`src/rtl/hcordic_pkg.sv`:
```
// Shared constants, types and helpers for the iterative hyperbolic CORDIC engine.
// Angle and limit constants are kept at 32 fraction bits and truncated by the user.
package hcordic_pkg;

  localparam int unsigned DEF_INT_WIDTH = 3;
  localparam int unsigned DEF_FRA_WIDTH = 12;
  localparam int unsigned DEF_N_ITER    = 14;
  localparam int unsigned IDX_W         = 6;
  localparam int unsigned ATANH_FW      = 32;

  // 1.118, the hyperbolic rotation convergence bound
  localparam logic [63:0] CONV_LIMIT = 64'd4801773436;

  localparam logic [31:0] ATANH_TABLE [1:40] = '{
    32'h8C9F53D5, 32'h4162BBEA, 32'h202B1239, 32'h1005588A,
    32'h0800AAC4, 32'h04001556, 32'h020002AA, 32'h01000055,
    32'h0080000A, 32'h00400001, 32'h00200000, 32'h00100000,
    32'h00080000, 32'h00040000, 32'h00020000, 32'h00010000,
    32'h00008000, 32'h00004000, 32'h00002000, 32'h00001000,
    32'h00000800, 32'h00000400, 32'h00000200, 32'h00000100,
    32'h00000080, 32'h00000040, 32'h00000020, 32'h00000010,
    32'h00000008, 32'h00000004, 32'h00000002, 32'h00000001,
    32'h00000000, 32'h00000000, 32'h00000000, 32'h00000000,
    32'h00000000, 32'h00000000, 32'h00000000, 32'h00000000
  };

  typedef enum logic {ROTATE = 1'b0, VECTOR = 1'b1} cordic_mode_e;

  typedef enum logic [1:0] {
    IDLE = 2'd0,
    ITER = 2'd1,
    DONE = 2'd2
  } fsm_state_e;

  function automatic logic is_repeat_idx(input logic [IDX_W-1:0] i);
    return (i == IDX_W'(4)) || (i == IDX_W'(13)) || (i == IDX_W'(40));
  endfunction

  function automatic int unsigned steps_for(input int unsigned n);
    return n + ((n >= 32'd4)  ? 32'd1 : 32'd0)
             + ((n >= 32'd13) ? 32'd1 : 32'd0)
             + ((n >= 32'd40) ? 32'd1 : 32'd0);
  endfunction

  function automatic logic [31:0] atanh_raw(input logic [IDX_W-1:0] i);
    if ((i >= IDX_W'(1)) && (i <= IDX_W'(40))) return ATANH_TABLE[i];
    return 32'd0;
  endfunction

endpackage

```
`src/rtl/hcordic_iter_engine_step_unit.sv`:
```
// One combinational hyperbolic micro-rotation; shifts truncate toward -inf.
module hcordic_step_unit
  import hcordic_pkg::*;
#(
  parameter  int unsigned INT_WIDTH = DEF_INT_WIDTH,
  parameter  int unsigned FRA_WIDTH = DEF_FRA_WIDTH,
  localparam int unsigned DWIDTH    = 1 + INT_WIDTH + FRA_WIDTH
) (
  input  logic [DWIDTH-1:0] x_i,
  input  logic [DWIDTH-1:0] y_i,
  input  logic [DWIDTH-1:0] z_i,
  input  logic [IDX_W-1:0]  idx_i,
  input  cordic_mode_e      mode_i,
  output logic [DWIDTH-1:0] x_o,
  output logic [DWIDTH-1:0] y_o,
  output logic [DWIDTH-1:0] z_o
);

  logic signed [DWIDTH-1:0] xsh, ysh;
  logic [DWIDTH-1:0]        ang;
  logic                     d_pos;

  assign xsh = $signed(x_i) >>> idx_i;
  assign ysh = $signed(y_i) >>> idx_i;
  assign ang = DWIDTH'(atanh_raw(idx_i) >> (ATANH_FW - FRA_WIDTH));

  // Rotation drives z toward 0, vectoring drives y toward 0
  assign d_pos = (mode_i == ROTATE) ? ~z_i[DWIDTH-1] : y_i[DWIDTH-1];

  assign x_o = d_pos ? (x_i + $unsigned(ysh)) : (x_i - $unsigned(ysh));
  assign y_o = d_pos ? (y_i + $unsigned(xsh)) : (y_i - $unsigned(xsh));
  assign z_o = d_pos ? (z_i - ang) : (z_i + ang);

endmodule

```
`src/rtl/hcordic_iter_engine.sv`:
```
// Iterative hyperbolic CORDIC: one micro-rotation per clock with repeat steps,
// valid/ready on both sides and a rotation-mode range flag.
module hcordic_iter_engine
  import hcordic_pkg::*;
#(
  parameter  int unsigned INT_WIDTH = DEF_INT_WIDTH,
  parameter  int unsigned FRA_WIDTH = DEF_FRA_WIDTH,
  parameter  int unsigned N_ITER    = DEF_N_ITER,
  localparam int unsigned DWIDTH    = 1 + INT_WIDTH + FRA_WIDTH
) (
  input  logic              clk,
  input  logic              rst,
  input  logic              in_valid,
  output logic              in_ready,
  input  logic              in_mode,
  input  logic [DWIDTH-1:0] x_in,
  input  logic [DWIDTH-1:0] y_in,
  input  logic [DWIDTH-1:0] z_in,
  output logic              out_valid,
  input  logic              out_ready,
  output logic [DWIDTH-1:0] x_out,
  output logic [DWIDTH-1:0] y_out,
  output logic [DWIDTH-1:0] z_out,
  output logic              out_range_err
);

  localparam int unsigned   AW        = DWIDTH + 1;
  localparam logic [AW-1:0] RANGE_LIM = AW'(CONV_LIMIT >> (ATANH_FW - FRA_WIDTH));

  fsm_state_e        state_q, state_d;
  cordic_mode_e      mode_q, mode_d;
  logic [IDX_W-1:0]  idx_q, idx_d;
  logic              rep_q, rep_d;
  logic [DWIDTH-1:0] x_q, x_d, y_q, y_d, z_q, z_d;
  logic [DWIDTH-1:0] xo_q, xo_d, yo_q, yo_d, zo_q, zo_d;
  logic              err_q, err_d;

  logic [DWIDTH-1:0] x_nx, y_nx, z_nx;
  logic [AW-1:0]     z_ext, z_abs;
  logic              accept;

  hcordic_step_unit #(
    .INT_WIDTH (INT_WIDTH),
    .FRA_WIDTH (FRA_WIDTH)
  ) u_step (
    .x_i    (x_q),
    .y_i    (y_q),
    .z_i    (z_q),
    .idx_i  (idx_q),
    .mode_i (mode_q),
    .x_o    (x_nx),
    .y_o    (y_nx),
    .z_o    (z_nx)
  );

  // Magnitude in one extra bit so the most negative operand does not wrap
  assign z_ext = {z_in[DWIDTH-1], z_in};
  assign z_abs = z_in[DWIDTH-1] ? (AW'(0) - z_ext) : z_ext;

  assign in_ready      = (state_q == IDLE) | ((state_q == DONE) & out_ready);
  assign accept        = in_valid & in_ready;
  assign out_valid     = (state_q == DONE);
  assign x_out         = xo_q;
  assign y_out         = yo_q;
  assign z_out         = zo_q;
  assign out_range_err = err_q;

  always_ff @(posedge clk or posedge rst) begin
    if (rst) begin
      state_q <= IDLE;
      mode_q  <= ROTATE;
      idx_q   <= '0;
      rep_q   <= 1'b0;
      x_q     <= '0;
      y_q     <= '0;
      z_q     <= '0;
      xo_q    <= '0;
      yo_q    <= '0;
      zo_q    <= '0;
      err_q   <= 1'b0;
    end else begin
      state_q <= state_d;
      mode_q  <= mode_d;
      idx_q   <= idx_d;
      rep_q   <= rep_d;
      x_q     <= x_d;
      y_q     <= y_d;
      z_q     <= z_d;
      xo_q    <= xo_d;
      yo_q    <= yo_d;
      zo_q    <= zo_d;
      err_q   <= err_d;
    end
  end

  always_comb begin
    state_d = state_q;
    mode_d  = mode_q;
    idx_d   = idx_q;
    rep_d   = rep_q;
    x_d     = x_q;
    y_d     = y_q;
    z_d     = z_q;
    xo_d    = xo_q;
    yo_d    = yo_q;
    zo_d    = zo_q;
    err_d   = err_q;

    case (state_q)
      IDLE: ;
      ITER: begin
        x_d = x_nx;
        y_d = y_nx;
        z_d = z_nx;
        if (is_repeat_idx(idx_q) && !rep_q) begin
          rep_d = 1'b1;
        end else begin
          rep_d = 1'b0;
          idx_d = idx_q + IDX_W'(1);
          if (idx_q == IDX_W'(N_ITER)) begin
            state_d = DONE;
            xo_d    = x_nx;
            yo_d    = y_nx;
            zo_d    = z_nx;
          end
        end
      end
      DONE: begin
        if (out_ready) begin
          state_d = IDLE;
          err_d   = 1'b0;
        end
      end
      default: state_d = IDLE;
    endcase

    // Acceptance overrides a simultaneous pop so DONE can go straight to ITER
    if (accept) begin
      state_d = ITER;
      mode_d  = cordic_mode_e'(in_mode);
      idx_d   = IDX_W'(1);
      rep_d   = 1'b0;
      x_d     = x_in;
      y_d     = y_in;
      z_d     = z_in;
      err_d   = (cordic_mode_e'(in_mode) == ROTATE) && (z_abs > RANGE_LIM);
    end
  end

endmodule
```
`config.mk`:
```
export PLATFORM = sky130hd
export DESIGN_NAME = hcordic_iter_engine
export DESIGN_NICKNAME = d
export VERILOG_FILES = /design/src/rtl/hcordic_pkg.sv /design/src/rtl/hcordic_iter_engine_step_unit.sv /design/src/rtl/hcordic_iter_engine.sv
export SDC_FILE = /design/constraint.sdc
export NUM_CORES = 1
export LEC_CHECK = 0
export CAP_MARGIN = 20
export CELL_PAD_IN_SITES_DETAIL_PLACEMENT = 0
export CELL_PAD_IN_SITES_GLOBAL_PLACEMENT = 1
export CORE_MARGIN = 10
export CORE_UTILIZATION = 44
export DETAILED_ROUTE_END_ITERATION = 10
export GPL_ROUTABILITY_DRIVEN = 0
export GPL_TIMING_DRIVEN = 0
export PLACE_DENSITY_LB_ADDON = 0.25
export SETUP_SLACK_MARGIN = 0.3
export SKIP_LAST_GASP = 1
export SLEW_MARGIN = 20
export SYNTH_ARGS = -nofsm -noshare
export SYNTH_HDL_FRONTEND = slang
export SYNTH_HIERARCHICAL = 1
export SYNTH_SLANG_ARGS = --single-unit
```
`constraint.sdc`:
```
create_clock -name clk -period 5.2 [get_ports clk]
set_input_delay 0.78 -clock clk [delete_from_list [all_inputs] [get_ports clk]]
set_output_delay 0.78 -clock clk [all_outputs]
set_load 0.005 [all_outputs]
```
==> run metrics <==
antenna violations before repair=0; Congestion Overflow GR=0; Via density=around 6.1; Hold Violations, Final=0; diode count=0; fin nets=1,427; Setup crit end kind=flop; htree depth=3; CP Max Fanout=10; Worst Path Required=between 5 and 6 ns; antenna violation net count after detailed routing=0; Root Buffer Master=clkbuf_16; Remaining DRCs=0; Slew headroom=between 40% and 50%; Routed WL per cell=between 20 and 25 microns; First DRT Iteration DRCs=1,017; I/O Buffers=103; Yosys warning count=6; clk sink count=about 110; CTS buffer count=9; GR Util All Layers=between 20% and 30%; critical path data arrival time=5.01 ns; drt first pass iters=5; hold crit path type=reg2reg; critical path class=reg2reg; Net Count, Synth=1,271; row count=54; CP Launch Type=flop; MaxCap Viol Count=0; final count of pins violating max slew=0; share of cells above drive strength 1=20.2%; post-synth cell types=91; min Tclk post-route=between 4 and 5 ns; drt total wl=33.4 mm; post-synthesis async set-or-reset flop share=100%; height of the die=170 microns; Hold Path Stages=2; cts hold-fix bufs=0; Final setup viols=0; Post-DP HPWL=24.9 mm; pin count of the biggest net entering global routing=65; Syn Area/Cell=8.53 sq um; Most used DFF post-synth=dfrtp_1; #FFs+latches synth=107; sequential area share after synthesis=between 20% and 30%; EDFF count, synth=0; Worst-path clk slew=0.08 ns; Filler cells=approximately 2,100; Fin Hold WS=0.494 ns; FF-to-FF setup slack=0.44 ns; Slew @ Worst Pin=0.857 ns; Setup Skew=0.00713 ns; vias in the first global route=9,465; die area=slightly below 30,000 sq um; worst-skew pair later-pin latency=about 0.37 ns; core area=roughly 22,000 sq um; Die W=170 microns; synth-to-layout area growth=26.1%; status=complete, no violations; synthesized area=roughly 10000 sq um; Max Fclk=0.210 GHz; Cells after Synth=between 1,000 and 1,500; Starting Density=about 45%; Boundary Pins=~100; RSZ-0062 raised after global routing=false; R2R cell count=23; final period utilization=91.6%; total number of vias=9,848; TritonCTS clock tree=done; first-pass GRT wire length=51.7 mm; clock buffer depth=2
## flip-flops by register name, indices dropped and copies added (netlist names)
name           cells
out_range_err      1
z_q               16
x_out             16
state_q            2
rep_q              1
x_q               16
y_out             16
z_out             16
y_q               16
mode_q             1
idx_q              6
## final cells by class
class                           count  area, sq um  area share [%]
Clock inverter                      7         98.8           0.791
Multi-Input combinational cell    944         7160            57.3
Clock buffer                        9          225            1.80
Inverter                           44          170            1.36
Buffer                             67          422            3.37
Timing Repair Buffer              145         1380            11.1
Tap cell                          280          350            2.80
Sequential cell                   107         2680            21.5
## stage by stage
step | std cells | instance area, sq um | utilization, % | TNS [ns] | setup WS [ns]
after floorplan | 1162 | 9910 | - | 0 | 0.512
after global placement | 1545 | 11300 | 51.3 | -32.87 | -0.617
after detailed placement | 1546 | 11300 | 51.4 | -6.26 | -0.589
after CTS | 1578 | 12000 | 54.5 | 0 | 0.273
after global routing | 1603 | 12500 | 56.7 | 0 | 0.248
final | 1603 | 12500 | 56.7 | 0 | 0.436
## routing by layer
layer / up-vias / part of all wire (%) / track usage, %
li1: 4552 / - / -
met1: 4742 / 43 / 28.7
met2: 444 / 45 / 35.2
met3: 110 / 8.2 / 5.21
met4: 0 / 3.6 / 8.54
met5: - / 0 / 0
## Yosys cell counts (5+ instances only)
| library cell | count | area, sq um |
|---|---|---|
| ha_1 | 53 | 663 |
| o21a_1 | 5 | 37.5 |
| a21oi_1 | 62 | 310 |
| mux4_2 | 22 | 495 |
| nor2_1 | 104 | 390 |
| nand3_1 | 28 | 140 |
| nor2b_1 | 11 | 68.8 |
| nand2b_1 | 17 | 106 |
| o211ai_1 | 11 | 82.6 |
| dfrtp_1 | 107 | 2680 |
| a31oi_1 | 36 | 225 |
| o21bai_1 | 6 | 45.0 |
| nand2_1 | 165 | 619 |
| buf_2 | 8 | 40.0 |
| mux2_4 | 9 | 135 |
| or3_1 | 15 | 93.8 |
| o311ai_0 | 5 | 43.8 |
| o31ai_1 | 11 | 82.6 |
| a22oi_1 | 18 | 135 |
| a211o_1 | 8 | 70.1 |
| and3_1 | 6 | 37.5 |
| nor3_1 | 31 | 155 |
| a211oi_1 | 13 | 97.6 |
| o21ai_0 | 32 | 160 |
| a21o_1 | 16 | 120 |
| clkbuf_1 | 44 | 165 |
| mux2_2 | 44 | 495 |
| xor2_1 | 20 | 175 |
| mux2i_1 | 26 | 260 |
| o22ai_1 | 14 | 87.6 |
| xnor2_1 | 57 | 499 |
| or2_2 | 8 | 50.1 |
| buf_4 | 7 | 52.6 |
| inv_1 | 42 | 158 |
## timing repair
item,in CTS,in global routing
cloned,0,1
setup endpoints to repair,50,36
buffers inserted,16,24
endpoints found under the hold margin,0,0
pin swaps,13,29
gates resized for setup,66,80
## layout by cell type (no fill, tap or decap), types with 11 or more instances in the layout
master / n
nor2_1: 98
nand2b_1: 17
nand2_1: 165
xnor2_1: 55
nor3_1: 29
dfrtp_1: 102
inv_1: 38
a21o_1: 16
xor2_1: 20
a31oi_1: 35
clkbuf_1: 32
mux4_2: 22
buf_4: 48
o211ai_1: 11
or3_1: 15
ha_1: 49
clkdlybuf4s50_1: 103
a22oi_1: 16
nand3_1: 28
o21ai_0: 22
mux2i_1: 23
mux2_2: 45
a21oi_1: 53
## kinds of logic (layout without fill, tap and decap cells)
family          after synthesis  count (layout)  synth area share (%)
xor+xnor                     77              77                  6.80
compound gates              291             291                  20.2
fa+ha+maj                    56              56                  7.30
flops                       107             107                  27.0
mux                         102             102                  14.1
simple gates                418             418                  19.6
buf+inv                     111             272                  5.04
## critical path: stages, from the launching register on
cell and delay (ns):
dfrtp_2 0.44, buf_12 0.15, buf_12 0.13, buf_12 0.14, o211ai_1 0.17, buf_4 0.16, o311ai_4 0.10, o22ai_2 0.23
o22ai_2 0.14, a21oi_2 0.20, ha_2 0.24, nor2_1 0.06, xor2_1 0.18, ha_1 0.26, a211o_1 0.32, a21oi_2 0.17
o21ai_1 0.11, a41o_1 0.22, o31a_1 0.28, a31oi_2 0.23, o21ai_2 0.14, xnor2_1 0.14, buf_4 0.16, mux2_2 0.26
## final timing paths
path	startpoint	end
setup reg to reg	idx_q[0]	y_out[15]
hold reg to reg	z_q[2]	z_q[2]
setup / recovery	idx_q[0]	y_out[15]
min in group asynchronous	rst	y_out[5]
max in group asynchronous	rst	z_q[1]
hold / removal	z_q[2]	z_q[2]
Power is left out: the tool's default activity adds up to more than one toggle a clock period on the data nets, which glitch-free logic cannot reach.
